<file path="src/rtl/mat_mul_pkg.sv">
// mat_mul_pkg: shared state type and sizing/layout helpers for the matrix-multiply sequencer and its wrapper
package mat_mul_pkg;
  typedef enum logic [1:0] {IDLE, RUN, DONE} mat_mul_state_t;
  function automatic int acc_width(input int dw, input int k);
    return 2 * dw + $clog2(k) + 1;
  endfunction
  function automatic int idx_width(input int n);
    return (n > 1) ? $clog2(n) : 1;
  endfunction
  // bit offset of element (r,col) in a row-major rows x cols matrix with element (0,0) in the MSBs
  function automatic int elem_off(input int rows, input int cols, input int r, input int col, input int dw);
    return (rows * cols - 1 - (r * cols + col)) * dw;
  endfunction
endpackage

</file>
<file path="src/rtl/mat_mul_mac.sv">
// mat_mul_mac: single multiply-accumulate lane, acc <= clr ? 0 : (en ? acc + x*y : acc)
//   clk, rstn (async active-low), clr (priority over en), en, x/y operands, acc accumulator
module mat_mul_mac #(
  parameter int DATA_WIDTH = 8,
  parameter int ACC_W = 18
) (
  input  logic                  clk,
  input  logic                  rstn,
  input  logic                  clr,
  input  logic                  en,
  input  logic [DATA_WIDTH-1:0] x,
  input  logic [DATA_WIDTH-1:0] y,
  output logic [ACC_W-1:0]      acc
);
  always_ff @(posedge clk or negedge rstn)
    if (!rstn) acc <= '0;
    else acc <= clr ? '0 : (en ? acc + ACC_W'(x) * ACC_W'(y) : acc);
endmodule

</file>
<file path="src/rtl/mat_mul_seq.sv">
// mat_mul_seq: sequencer for C = A x B on one shared MAC lane, one product per cycle
//   clk, rstn (async active-low); in_valid/in_ready capture row-major a, b; c/out_valid/out_ready present C;
//   busy is high in RUN; counter holds RUN cycles of the last/current operation (saturating).
//   Define MAT_MUL_SAT_EN to saturate each C element instead of keeping its low DATA_WIDTH bits.
module mat_mul_seq
  import mat_mul_pkg::*;
#(
  parameter int DATA_WIDTH = 8,
  parameter int ROWS_A = 2,
  parameter int COLS_A = 2,
  parameter int COLS_B = 2
) (
  input  logic                                clk,
  input  logic                                rstn,
  input  logic                                in_valid,
  output logic                                in_ready,
  input  logic [ROWS_A*COLS_A*DATA_WIDTH-1:0] a,
  input  logic [COLS_A*COLS_B*DATA_WIDTH-1:0] b,
  output logic [ROWS_A*COLS_B*DATA_WIDTH-1:0] c,
  output logic                                out_valid,
  input  logic                                out_ready,
  output logic                                busy,
  output logic [31:0]                         counter
);
  localparam int ACC_W = acc_width(DATA_WIDTH, COLS_A);
  localparam int IW = idx_width(ROWS_A);
  localparam int KW = idx_width(COLS_A);
  localparam int JW = idx_width(COLS_B);
  localparam int AW = ROWS_A * COLS_A * DATA_WIDTH;
  localparam int BW = COLS_A * COLS_B * DATA_WIDTH;
  localparam int CW = ROWS_A * COLS_B * DATA_WIDTH;
  localparam int AS = $clog2(AW);
  localparam int BS = $clog2(BW);
  localparam int CS = $clog2(CW);
  mat_mul_state_t state;
  logic [IW-1:0] i;
  logic [JW-1:0] j;
  logic [KW-1:0] k;
  logic [AW-1:0] a_q;
  logic [BW-1:0] b_q;
  logic [DATA_WIDTH-1:0] x, y, elem;
  logic [ACC_W-1:0] acc;
  logic accept, run, clr, k_last, j_last, i_last;
  assign accept = in_valid & in_ready;
  assign run = state == RUN;
  assign k_last = k == KW'(COLS_A - 1);
  assign j_last = j == JW'(COLS_B - 1);
  assign i_last = i == IW'(ROWS_A - 1);
  assign clr = accept | (run & k_last);
  assign x = a_q[AS'(elem_off(ROWS_A, COLS_A, int'(i), int'(k), DATA_WIDTH)) +: DATA_WIDTH];
  assign y = b_q[BS'(elem_off(COLS_A, COLS_B, int'(k), int'(j), DATA_WIDTH)) +: DATA_WIDTH];
  // the final product of a dot product is folded in here so C is written the same cycle the lane clears
`ifdef MAT_MUL_SAT_EN
  logic [ACC_W-1:0] sum;
  assign sum = acc + ACC_W'(x) * ACC_W'(y);
  assign elem = |sum[ACC_W-1:DATA_WIDTH] ? '1 : sum[DATA_WIDTH-1:0];
`else
  assign elem = DATA_WIDTH'(acc + ACC_W'(x) * ACC_W'(y));
`endif
  mat_mul_mac #(.DATA_WIDTH(DATA_WIDTH), .ACC_W(ACC_W)) u_mac (
    .clk(clk), .rstn(rstn), .clr(clr), .en(run), .x(x), .y(y), .acc(acc)
  );
  always_ff @(posedge clk or negedge rstn)
    if (!rstn) begin
      state <= IDLE;
      i <= '0;
      j <= '0;
      k <= '0;
      a_q <= '0;
      b_q <= '0;
      c <= '0;
      counter <= '0;
      out_valid <= 1'b0;
      busy <= 1'b0;
      in_ready <= 1'b0;
    end else begin
      case (state)
        IDLE: begin
          in_ready <= !accept;
          if (accept) begin
            a_q <= a;
            b_q <= b;
            i <= '0;
            j <= '0;
            k <= '0;
            counter <= '0;
            busy <= 1'b1;
            state <= RUN;
          end
        end
        RUN: begin
          counter <= &counter ? counter : counter + 32'd1;
          if (k_last) begin
            c[CS'(elem_off(ROWS_A, COLS_B, int'(i), int'(j), DATA_WIDTH)) +: DATA_WIDTH] <= elem;
            k <= '0;
            j <= j_last ? '0 : j + JW'(1);
            i <= j_last ? (i_last ? '0 : i + IW'(1)) : i;
            if (i_last && j_last) begin
              busy <= 1'b0;
              out_valid <= 1'b1;
              state <= DONE;
            end
          end else k <= k + KW'(1);
        end
        DONE: begin
          // re-arming in_ready here lets the next accept land on the first IDLE cycle
          if (out_ready) begin
            out_valid <= 1'b0;
            in_ready <= 1'b1;
            state <= IDLE;
          end
        end
        default: state <= IDLE;
      endcase
    end
endmodule

</file>
<file path="config.mk">
export PLATFORM = sky130hd
export DESIGN_NAME = mat_mul_seq
export DESIGN_NICKNAME = d
export VERILOG_FILES = /design/src/rtl/mat_mul_pkg.sv /design/src/rtl/mat_mul_mac.sv /design/src/rtl/mat_mul_seq.sv
export SDC_FILE = /design/constraint.sdc
export NUM_CORES = 1
export LEC_CHECK = 0
export ABC_AREA = 1
export ABC_CLOCK_PERIOD_IN_PS = 9100
export CAP_MARGIN = 20
export CORE_MARGIN = 10
export CORE_UTILIZATION = 50
export DETAILED_ROUTE_END_ITERATION = 10
export PLACE_DENSITY = 0.78
export RECOVER_POWER = 50
export SLEW_MARGIN = 25
export SYNTH_ARGS = -nofsm -noshare
export SYNTH_HDL_FRONTEND = slang
export SYNTH_SLANG_ARGS = --single-unit
</file>
<file path="constraint.sdc">
create_clock -name clk -period 9.1 [get_ports clk]
set_clock_uncertainty 0.05 [all_clocks]
set_input_delay 2.73 -clock clk [delete_from_list [all_inputs] [get_ports clk]]
set_output_delay 2.73 -clock clk [all_outputs]
set_load 0.05 [all_outputs]
</file>
Word-level counts from Yosys, hierarchy flattened
Index checks and enable logic that the tools add are counted.
Cells by class
  $add $sub $neg: 12
  multipliers: 1
  equality and inequality tests: 8
  shifts and indexed selects: 4
  muxes and demuxes: 31
  bitwise operators: 3
  reduce and logical (&&, ||, !) cells: 18
Operator list (number)
  two-way mux 32 bit: 2
  one-hot mux 32 bit (2 select lines): 1
  indexed part select 32 x 5 -> 8 bit: 2
  two-way mux 18 bit: 2
  adder 32 x 1 -> 32 bit (second input constant): 1
  bitwise mux 32 bit: 1
  AND reduction 32 bit: 1
  variable shift 8 x 6 -> 32 bit (first input constant): 1
  indexed part select 8 x 6 -> 32 bit: 1
  adder 18 x 16 -> 18 bit: 1
  multiplier 8 x 8 -> 16 bit: 1
  AND reduction 4 bit: 4
  two-way mux 1 bit: 14
  one-hot mux 1 bit (2 select lines): 6
  != test 2 bit (second input constant): 5
  two-way mux 2 bit: 4
  AND reduction 2 bit: 4
  nonzero test 2 bit: 4
  adder 2 x 1 -> 2 bit: 3
  negation 5 -> 6 bit: 1
  one-hot mux 2 bit (3 select lines): 1
  AND reduction 3 bit: 2
  subtractor 2 bit (first input constant): 3
  adder 1 bit (second input constant): 3
  8 further kinds: 9
Word-level totals
  bits in registers: 154
  output and inout port bits: 67
  word-level logic and storage cells: 89

Logic depth before layout (Yosys ltp)
Gate-level depths: netlist of run 1.
  depth in word-level cells: 7
  gate-level depth with buffers: 26
  mapped depth without buffers: 25

Cells and area by module
Synthesis of run 1 repeated with hierarchy kept, for this count alone.
Second synthesis, totals
  cell total of the unflattened synthesis: 1334
  area, all modules: 10158.5 um^2
By module, submodules not included
  mat_mul_seq: instances 1, cells each 818, area each 6552.5 um^2, seq. area each 2602.5 um^2
  mat_mul_mac: instances 1, cells each 516, area each 3606.0 um^2, seq. area each 450.4 um^2

Least setup slack after synthesis of run 1
OpenSTA, ideal clock, no wires.
  kind: reg-to-reg
  start point: reg i
  end point: reg c[31]
  data arrival time: 4213 ps
  required time: 8977 ps
  path slack: 4764 ps
  cell stages (with the launch flop): 26
  buffers on the path: 1
  path through: dfrtp_1 > buf_4 > nand2_1 > nand2_1 > nand2_1 > inv_1 > nand2_1 > fa_1 > fa_1 > inv_1 > fa_1 > inv_1 > fa_1 > inv_1 > ha_1 > inv_1 > o21bai_1 > a31oi_1 > inv_1 > nand2_1 > nand2_1 > nand2_1 > nand2_1 > nand2_2 > nand3_2 > a21oi_2
On the way
  longest elaborated chain between the ends: 7
  elaborated cells on any way between the ends: 11
  classes of those cells: add/sub: 6; mul: 1; shift: 3; mux: 1
RTL lines
  start, declared: RTL line mat_mul_seq.sv:36  | logic [IW-1:0] i;
  start signal, assigned: RTL line mat_mul_seq.sv:97  | i <= j_last ? (i_last ? '0 : i + IW'(1)) : i;
  adder 2 x 1 -> 2 bit: RTL line mat_mul_pkg.sv:12  | return (rows * cols - 1 - (r * cols + col)) * dw;
  subtractor 2 bit: RTL line mat_mul_pkg.sv:12
  indexed part select 32 x 5 -> 8 bit: RTL line mat_mul_seq.sv:50  | assign x = a_q[AS'(elem_off(ROWS_A, COLS_A, int'(i), int'(k), DATA_WIDTH)) +: DATA_WIDTH];
  multiplier 8 x 8 -> 16 bit: RTL line mat_mul_seq.sv:58  | assign elem = DATA_WIDTH'(acc + ACC_W'(x) * ACC_W'(y));
  adder 18 x 16 -> 18 bit: RTL line mat_mul_seq.sv:58
  indexed part select 8 x 6 -> 32 bit: RTL line mat_mul_seq.sv:94  | c[CS'(elem_off(ROWS_A, COLS_B, int'(i), int'(j), DATA_WIDTH)) +: DATA_WIDTH] <= elem;
  bitwise mux 32 bit (*): RTL line mat_mul_seq.sv:94
  end signal, assigned by index: RTL line mat_mul_seq.sv:94
  end, declared: RTL line mat_mul_seq.sv:19  | output logic [ROWS_A*COLS_B*DATA_WIDTH-1:0] c,
Every way passes the cells marked *; elsewhere a longest branch is shown, timed or not.
A chain may end at the register's enable or synchronous reset.

Worst setup path after layout of run 1
  start point: in in_valid
  end point: reg counter[25]
On the way
  longest elaborated chain between the ends: 3
RTL lines
  start, declared: RTL line mat_mul_seq.sv:15  | input logic in_valid,
  AND 1 bit: RTL line mat_mul_seq.sv:44  | assign accept = in_valid & in_ready;
  != test 2 bit (no line)
  AND reduction 3 bit (no line)
  end signal, assigned: RTL line mat_mul_seq.sv:92  | counter <= &counter ? counter : counter + 32'd1;
  end, declared: RTL line mat_mul_seq.sv:23  | output logic [31:0] counter
Every way passes these cells.

==> results of run 1 <==
==> path summary, 6_finish.rpt <==
kind,from,endpoint,slack (ns),cells past startpoint
worst max-delay path,in_valid,counter[25],2.95,12
worst min-delay path,b_q[2],b_q[2],0.42,2
worst max register to register,k,c[31],3.69,22
worst min register to register,b_q[2],b_q[2],0.42,2
max in group asynchronous,rstn,j,3.90,2
min in group asynchronous,rstn,counter[5],3.19,1
==> stage by stage <==
stage | setup slack [ns] | hold WS (ns)
after floorplan | 4.76 | 0.384
after global placement | 3.25 | 0.403
after detailed placement | 3.19 | 0.409
after CTS | 3.50 | 0.426
after global routing | 2.60 | 0.442
final | 2.95 | 0.424
==> layout make-up <==
type	instances	area share
Clock buffer	11	0.0300
Clock inverter	4	0.00680
Inverter	124	0.0575
Multi-Input combinational cell	594	0.405
Sequential cell	112	0.346
Tap cell	176	0.0272
Timing Repair Buffer	104	0.127
==> critical path, stage by stage <==
cell and delay, ns:
dlygate4sd3_1 0.54, nand2_1 0.19, nor2_1 0.09, inv_1 0.87, nand2_1 0.16, nand2_1 0.67, inv_1 0.47, nand4_1 0.30
nor2_1 0.09, nand2_1 0.08, nand2_1 0.05, nor2_1 0.12
==> cell families (layout without fill, tap and decap cells) <==
logic type	count (synthesis)	count (layout)
XOR/XNOR	22	22
multiplexers	1	1
AO/OA/AOI/OAI	108	108
buffers and inverters	145	243
flip-flops	112	112
adder cells (fa/ha/maj)	40	40
AND/OR/NAND/NOR	423	423
==> registers in the layout, indices dropped and copies added, names as in the netlist <==
signal / count
b_q: 16
counter: 32
u_mac.acc: 8
busy: 1
k: 1
a_q: 16
out_valid: 1
j: 1
state: 2
i: 1
in_ready: 1
c: 32
==> cells in the mapped netlist, types with 8 or more instances <==
library cell	count
a21oi_1	13
inv_1	111
nand4_1	16
fa_1	18
nand3_1	22
nand2_1	268
inv_2	12
nor2_1	63
o22ai_1	13
nor3_1	20
ha_1	22
o31ai_1	10
o21ai_0	61
xnor2_1	9
clkbuf_1	13
dfrtp_1	112
nand2_2	8
xor2_1	13
==> metal layers <==
metal | share of wire | global-route usage | vias up
met4 | 0.016 | 0.0574 | 0
met2 | 0.45 | 0.277 | 177
met1 | 0.47 | 0.253 | 2669
li1 | - | - | 2882
met3 | 0.069 | 0.0404 | 19
met5 | 0 | 0 | -
==> power groups by stage <==
stage	combinational [mW]	clock (mW)	sequential (mW)
after floorplan	0.993	0	1.01
after global placement	1.65	0	0.804
after detailed placement	1.69	0	0.808
after CTS	1.70	0.406	0.799
after global routing	1.90	0.431	0.819
final	1.69	0.401	0.797
==> reports/results.txt, run 1 <==
Syn Area/Cell: 7.84 um^2
Max-slew headroom: -0.828
die footprint: 18400 um^2
Ports: 135
setup bufs post-CTS: 0
CP max FO: 42
Seq/Total Area, Yosys: 0.420
Clk pin slew, worst setup/hold paths: 0.07 ns
CP Capture Type: register
Finished Cell Area: 8090 um^2
RePlAce Congestion: 0.940
Top FF cell, synth: dfrtp_1
final hold violation count: 0
Critical Path RT: 9.32 ns
initial antenna violation count: 0
Async SR Flop Fraction: 1.00
Net Sw Frac: 0.515
number of port buffers: 102
starting density of the core: 0.508
Placement Rows: 42
Synth Area in XOR/XNOR: 0.0289
TritonCTS buffer count: 9
crit path time final: 6.15 ns
Gate power share: 0.585
Placed Instance Area: 7810 um^2
fin crit share: 0.676
Setup TNS: 0 ns
Critical Path AT: 6.38 ns
Routed WL: 16300 um
clk root buf: clkbuf_16
1st-pass router iterations: 5
max cap viols: 2
failing checks: capacitance limit, slew limit
synthesis-to-finish area growth: 21.3%
pin count of the biggest net entering global routing: 63
P_int: 1.40 mW
initial DRC count: 457
switching power: 1.49 mW
share of the synthesized area in the top cell type: 0.420
commonest non-fill, non-tap cell in the layout: nand2_1
DR WL/cell: 14.4 um
GRT Total Usage: 0.182
CTS tree: yes
Setup crit start kind: input port
RSZ-0062 raised after global routing: no
worst skew pair latency: 0.35 ns
Post-synth EDFFs: 0
class of the most critical setup path: in2reg
FMAX: 163 MHz
GRT Residual Overflow: 0
cells after synthesis: 851
multi-input gate area in the final layout: 3280 um^2
synth unique cells: 45
VDD IR max: 0.194 mV
status: finished with violations
Filler Cell Count: 1205
total power: 2.89 mW
synthesized flop and latch total: 112
Pwr Density: 357 nW/um^2
CTS H-tree depth: 3
synth warn: 0
Post-Syn Area: 6670 um^2
largest family of logic cells by synthesized area: simple AND/OR/NAND/NOR gates
clock tree sinks: 112
Hold Crit Class: reg2reg
Die Ht: 136 um
Routed Antenna Nets: 0
vias in the first global route: 5598
post-synthesis compound-gate area fraction: 0.0906
core area: 13100 um^2
Synth Net Count: 959
share of layout cells above drive strength 1: 0.0548
cts repair resizes: 0
clock tree buffer depth: 2
Slew @ Worst Pin: 2.74 ns
Adder-Cell Fraction of Synth Area: 0.0953
DRC violations left: 0
sequential cell area: 2800 um^2
NumNets Final: 1053
Non-Filler Instances: 1125
commonest non-fill, non-tap cells in the layout: nand2_1, inv_1, dfrtp_1
Clk network pwr share: 0.139
n_diodes: 0
register share of total power: 0.276
post-synthesis mux area share: 0.00150
Vias per Instance: 5.11
count of final setup violators: 0
Leak Pwr: 3.79 nW
Post-DP HPWL: 12500 um
final core occ: 0.616
Die X: 136 um
area leader, netlist: dfrtp_1
placed cell count: 1110
Max Slew Vio Count: 93
via count: 5747
first-pass GRT wire length: 27300 um
Hold-fix buffers, CTS: 0
Synth Area in Simple Gates: 0.277
leading post-synthesis cells by cell area: dfrtp_1, nand2_1, inv_1
No activity file was read; power rests on OpenSTA's default activity.
==> inputs of run 2 (changes only) <==
--- a/config.mk
+++ b/config.mk
@@ -6,12 +6,12 @@
 export NUM_CORES = 1
 export LEC_CHECK = 0
 export ABC_AREA = 1
-export ABC_CLOCK_PERIOD_IN_PS = 9100
+export ABC_CLOCK_PERIOD_IN_PS = 5100
 export CAP_MARGIN = 20
 export CORE_MARGIN = 10
-export CORE_UTILIZATION = 50
+export CORE_UTILIZATION = 47
 export DETAILED_ROUTE_END_ITERATION = 10
-export PLACE_DENSITY = 0.78
+export PLACE_DENSITY = 0.77
 export RECOVER_POWER = 50
 export SLEW_MARGIN = 25
 export SYNTH_ARGS = -nofsm -noshare
==> constraint.sdc (replaced) <==
create_clock -name clk -period 5.1 [get_ports clk]
set_clock_uncertainty 0.05 [all_clocks]
set_input_delay 1.53 -clock clk [delete_from_list [all_inputs] [get_ports clk]]
set_output_delay 1.53 -clock clk [all_outputs]
set_load 0.05 [all_outputs]
==> reports/results.txt, run 2 (synthesized netlist as in run 1, its figures left out) <==
clk root buf: clkbuf_16
initial antenna violation count: 0 (unchanged)
DR WL/cell: 14.9 um (+3.5%)
Worst R2R End: c[23]
max cap viols: 4 (+2)
P_int: 2.55 mW (+82%)
Finished Cell Area: 8150 um^2 (+0.63%)
Gate power share: 0.595 (+0.010)
Setup TNS: 0 ns (unchanged)
pin count of the biggest net entering global routing: 83 (+32%)
clock tree buffer depth: 2 (unchanged)
Hold-fix buffers, CTS: 0 (unchanged)
GRT Residual Overflow: 0 (unchanged)
commonest non-fill, non-tap cells in the layout: nand2_1, inv_1, dfrtp_1
GRT Total Usage: 0.175 (-0.00754)
Critical Path RT: 5.32 ns (-4.00 ns)
Die X: 139 um (+2.7%)
largest registers: c (32), counter (32)
CP most frequent cell: inv_1
Slew @ Worst Pin: 2.00 ns (-0.740 ns)
Clk pin slew, worst setup/hold paths: 0.07 ns (about the same)
CP Depth: 22 (+10)
Post-DP HPWL: 13100 um (+5.3%)
RePlAce Congestion: 0.928 (-1.3%)
DRC violations left: 0 (unchanged)
core area: 13900 um^2 (+5.7%)
status: finished with violations
CTS H-tree depth: 3 (unchanged)
VDD IR max: 0.376 mV (+94%)
count of final setup violators: 0 (unchanged)
setup slack, reg-to-reg: 0.34 ns (-3.35 ns)
TritonCTS buffer count: 9 (unchanged)
switching power: 2.67 mW (+79%)
register share of total power: 0.267 (-0.009)
Ports: 135 (unchanged)
reg-to-reg critical path startpoint: k
Vias per Instance: 5.14 (+0.53%)
Placed Instance Area: 7870 um^2 (+0.74%)
Critical Path End: c[23]
Die Ht: 139 um (+2.7%)
Critical Path AT: 4.98 ns (-1.40 ns)
Reg2Reg Depth: 22 (unchanged)
crit-path cells: buf_4, nand2_1, nand3_1, inv_1, nand2_1, fa_1, fa_1, inv_1, fa_1, inv_1, fa_1, inv_1, ha_1, inv_1, o21bai_1, a31oi_1, nand3_1, nand3_1, nand2_1, nand2_2, nand2_2, a21oi_1
Clk network pwr share: 0.138 (about the same)
NumNets Final: 1060 (+0.66%)
share of layout cells above drive strength 1: 0.0627 (+0.00790)
via count: 5839 (+1.6%)
clock tree sinks: 112 (unchanged)
CP Capture Type: register
CTS tree: yes
CP max FO: 15 (-64%)
Hold Crit Class: reg2reg
final hold violation count: 0 (unchanged)
RSZ-0062 raised after global routing: no
Setup crit start kind: register
fin crit share: 0.932
Routed WL: 17000 um (+4.6%)
Leak Pwr: 3.81 nW (+0.57%)
n_diodes: 0 (unchanged)
Max Slew Vio Count: 157 (+69%)
crit path time final: 4.76 ns
vias in the first global route: 5569 (-0.52%)
FMAX: 210 MHz
initial DRC count: 474 (+3.7%)
synthesis-to-finish area growth: 22.1%
Max-slew headroom: -0.335 (+0.493)
first-pass GRT wire length: 28400 um (+4.0%)
Worst path max stage delay: 0.54 ns (-0.33 ns)
Filler Cell Count: 1303 (+8.1%)
Worst Hold Slack: 0.423 ns (-0.000560 ns)
CP bufs+invs: 6 (+3)
worst skew pair latency: 0.35 ns (about the same)
commonest non-fill, non-tap cell in the layout: nand2_1
slowest CP cell: fa_1
setup bufs post-CTS: 0 (unchanged)
starting density of the core: 0.481 (-0.0272)
failing checks: capacitance limit, slew limit
Net Sw Frac: 0.512 (-0.00307)
Placement Rows: 43 (+2.4%)
Routed Antenna Nets: 0 (unchanged)
Pwr Density: 641 nW/um^2 (+79%)
Setup crit start: k
multi-input gate area in the final layout: 3270 um^2 (-0.34%)
cell family with most CP delay: adder cells
cts repair resizes: 0 (unchanged)
sequential cell area: 2800 um^2 (about the same)
die footprint: 19400 um^2 (+5.4%)
1st-pass router iterations: 5 (unchanged)
number of port buffers: 102 (unchanged)
class of the most critical setup path: reg2reg
-- run 2: cell count changes in the layout (fill, tap and decap cells not counted), moves of 2 or more --
cell / delta
buf_4: +5
clkinvlp_4: +3
nor2_1: +2
nor2_4: -2
-- run 2: worst min-delay path by stage --
stage               slack [ns]    start      end  cells past startpoint
detailed placement        0.41  a_q[10]  a_q[10]                      2
CTS                       0.43  a_q[13]  a_q[13]                      2
global route              0.44   a_q[5]   a_q[5]                      2
floorplan                 0.38  a_q[10]  a_q[10]                      2
finish                    0.42   a_q[4]   a_q[4]                      2
global placement          0.40  a_q[10]  a_q[10]                      2
-- run 2: metal layers --
metal / up-vias / track usage / part of all wire
met4: 0 / 0.0511 / 0.013
met5: - / 0 / 0
met2: 194 / 0.266 / 0.45
met1: 2728 / 0.243 / 0.47
met3: 20 / 0.0373 / 0.066
li1: 2897 / - / -
-- run 2: layout make-up --
class	instances	share of cell area
Clock inverter	6	0.00845
Clock buffer	10	0.0293
Sequential cell	112	0.344
Multi-Input combinational cell	594	0.402
Tap cell	180	0.0276
Inverter	124	0.0571
Timing Repair Buffer	111	0.132
-- run 2: power by group through the flow --
stage	Sequential, mW	Clock (mW)	Combinational, mW
after global routing	1.43	0.769	3.49
after floorplan	1.81	0	1.77
final	1.39	0.722	3.10
after global placement	1.40	0	3.06
after detailed placement	1.41	0	3.12
after CTS	1.39	0.735	3.14
-- run 2: worst min-delay path, delay by kind of cell, from the launching register on --
kind,cells,cell delay [ns]
and+or+nand+nor,2,0.10
DFF,1,0.34
-- run 2: per-stage QoR --
stage	power, mW	instances	util	setup slack (ns)
floorplan	3.58	851	-	0.764
global placement	4.46	1121	0.567	0.270
detailed placement	4.53	1121	0.567	0.223
CTS	5.27	1137	0.589	0.182
global route	5.69	1137	0.587	0.0465
finish	5.22	1137	0.587	0.345
==> inputs of run 3 (changes only) <==
--- a/config.mk
+++ b/config.mk
@@ -7,10 +7,11 @@
 export LEC_CHECK = 0
 export ABC_AREA = 1
 export ABC_CLOCK_PERIOD_IN_PS = 5100
-export CAP_MARGIN = 20
+export CAP_MARGIN = 40
 export CORE_MARGIN = 10
 export CORE_UTILIZATION = 47
 export DETAILED_ROUTE_END_ITERATION = 10
+export GPL_ROUTABILITY_DRIVEN = 0
 export PLACE_DENSITY = 0.77
 export RECOVER_POWER = 50
 export SLEW_MARGIN = 25
==> reports/results.txt, run 3 (synthesized netlist as in run 1, its figures left out) <==
commonest non-fill, non-tap cells in the layout: nand2_1, inv_1, dfrtp_1
NumNets Final: 1061 (+0.094%)
status: finished with violations
slowest CP cell: fa_1
TritonCTS buffer count: 9 (unchanged)
Hold Crit Class: reg2reg
Clk pin slew, worst setup/hold paths: 0.07 ns (about the same)
1st-pass router iterations: 5 (unchanged)
CP max FO: 19 (+4)
Setup crit start kind: register
via count: 5824 (-0.26%)
Routed Antenna Nets: 0 (unchanged)
CTS tree: yes
Setup TNS: 0 ns (unchanged)
DRC violations left: 0 (unchanged)
final worst slack: 0.341 ns (-0.00442 ns)
synthesis-to-finish area growth: 21.9%
CP most frequent cell: nand2_1
vias in the first global route: 5742 (+3.1%)
Placed Instance Area: 7890 um^2 (+0.25%)
largest registers: c (32), counter (32)
worst skew pair latency: 0.35 ns (about the same)
n_diodes: 0 (unchanged)
GRT Total Usage: 0.172 (-0.00244)
Pwr Density: 637 nW/um^2 (-0.62%)
clock tree sinks: 112 (unchanged)
CP Capture Type: register
Post-DP HPWL: 12700 um (-2.9%)
Routed WL: 16300 um (-4.1%)
VDD IR max: 0.310 mV (-18%)
first-pass GRT wire length: 28200 um (-0.58%)
FMAX: 210 MHz (about the same)
Finished Cell Area: 8130 um^2 (-0.17%)
clk root buf: clkbuf_16
Worst path max stage delay: 0.54 ns (about the same)
Worst Hold Slack: 0.418 ns (-0.00565 ns)
Hold-fix buffers, CTS: 0 (unchanged)
Vias per Instance: 5.12 (-0.34%)
Critical Path RT: 5.33 ns (about the same)
Max-slew headroom: -0.980 (-0.645)
Max Slew Vio Count: 99 (-37%)
fin crit share: 0.933 (about the same)
core area: 13900 um^2 (unchanged)
final core occ: 0.586 (-0.000992)
Slew @ Worst Pin: 2.97 ns (+0.967 ns)
GRT Residual Overflow: 0 (unchanged)
initial antenna violation count: 0 (unchanged)
Place WS: 0.289 ns (+0.0660 ns)
commonest non-fill, non-tap cell in the layout: nand2_1
Leak Pwr: 3.81 nW (about the same)
RSZ-0062 raised after global routing: no
Non-Filler Instances: 1138 (+0.088%)
clock tree buffer depth: 2 (unchanged)
Die X: 139 um (unchanged)
max cap viols: 2 (-2)
DR WL/cell: 14.3 um (-4.2%)
CTS H-tree depth: 3 (unchanged)
starting density of the core: 0.481 (unchanged)
failing checks: capacitance limit, slew limit
Die Ht: 139 um (unchanged)
class of the most critical setup path: reg2reg
final hold violation count: 0 (unchanged)
pin count of the biggest net entering global routing: 57 (-31%)
count of final setup violators: 0 (unchanged)
Placement Rows: 43 (unchanged)
die footprint: 19400 um^2 (unchanged)
crit path time final: 4.76 ns (+0.00442 ns)
placed cell count: 1122 (+0.089%)
initial DRC count: 434 (-8.4%)
Critical Path AT: 4.99 ns (about the same)
share of layout cells above drive strength 1: 0.0637 (+0.000978)
Ports: 135 (unchanged)
total power: 5.18 mW (-0.79%)
number of port buffers: 102 (unchanged)
run 3: timing repair:
action / in CTS / in global routing
endpoints found under the setup margin: 0 / 5
buffers inserted: 0 / 0
gates resized for setup: 0 / 3
run 3: path summary, 6_finish.rpt:
check,start,endpoint,slack (ns),depth (start not counted)
setup / recovery,k,c[23],0.34,25
hold / removal,a_q[10],a_q[10],0.42,2
setup reg to reg,k,c[23],0.34,25
hold reg to reg,a_q[10],a_q[10],0.42,2
max in group asynchronous,rstn,c[23],0.96,2
min in group asynchronous,rstn,counter[8],2.08,1
run 3: area by class of cell:
type | count | area, um^2
Clock buffer | 10 | 229
Clock inverter | 6 | 46.3
Fill cell | 1286 | 5750
Inverter | 124 | 465
Multi-Input combinational cell | 594 | 3270
Sequential cell | 112 | 2810
Tap cell | 180 | 225
Timing Repair Buffer | 112 | 1090
run 3: metal layers:
metal	global-route usage	wire, um
met5	0	0
met2	0.256	7190
met3	0.0349	1160
met1	0.242	7650
met4	0.0599	289
run 3: power by group:
part | internal (mW) | switching, mW | total, mW
sequential | 1.17 | 0.207 | 1.38
combinational | 1.00 | 2.14 | 3.14
clock | 0.333 | 0.323 | 0.656
run 3: worst max-delay path, delay by kind of cell (launching register included):
kind | cells | cell delay, ns
adders and majority gates | 5 | 2.34
AOI/OAI and AO/OA | 3 | 0.42
and+or+nand+nor | 10 | 0.78
buffers and inverters | 7 | 0.63
DFF | 1 | 0.45
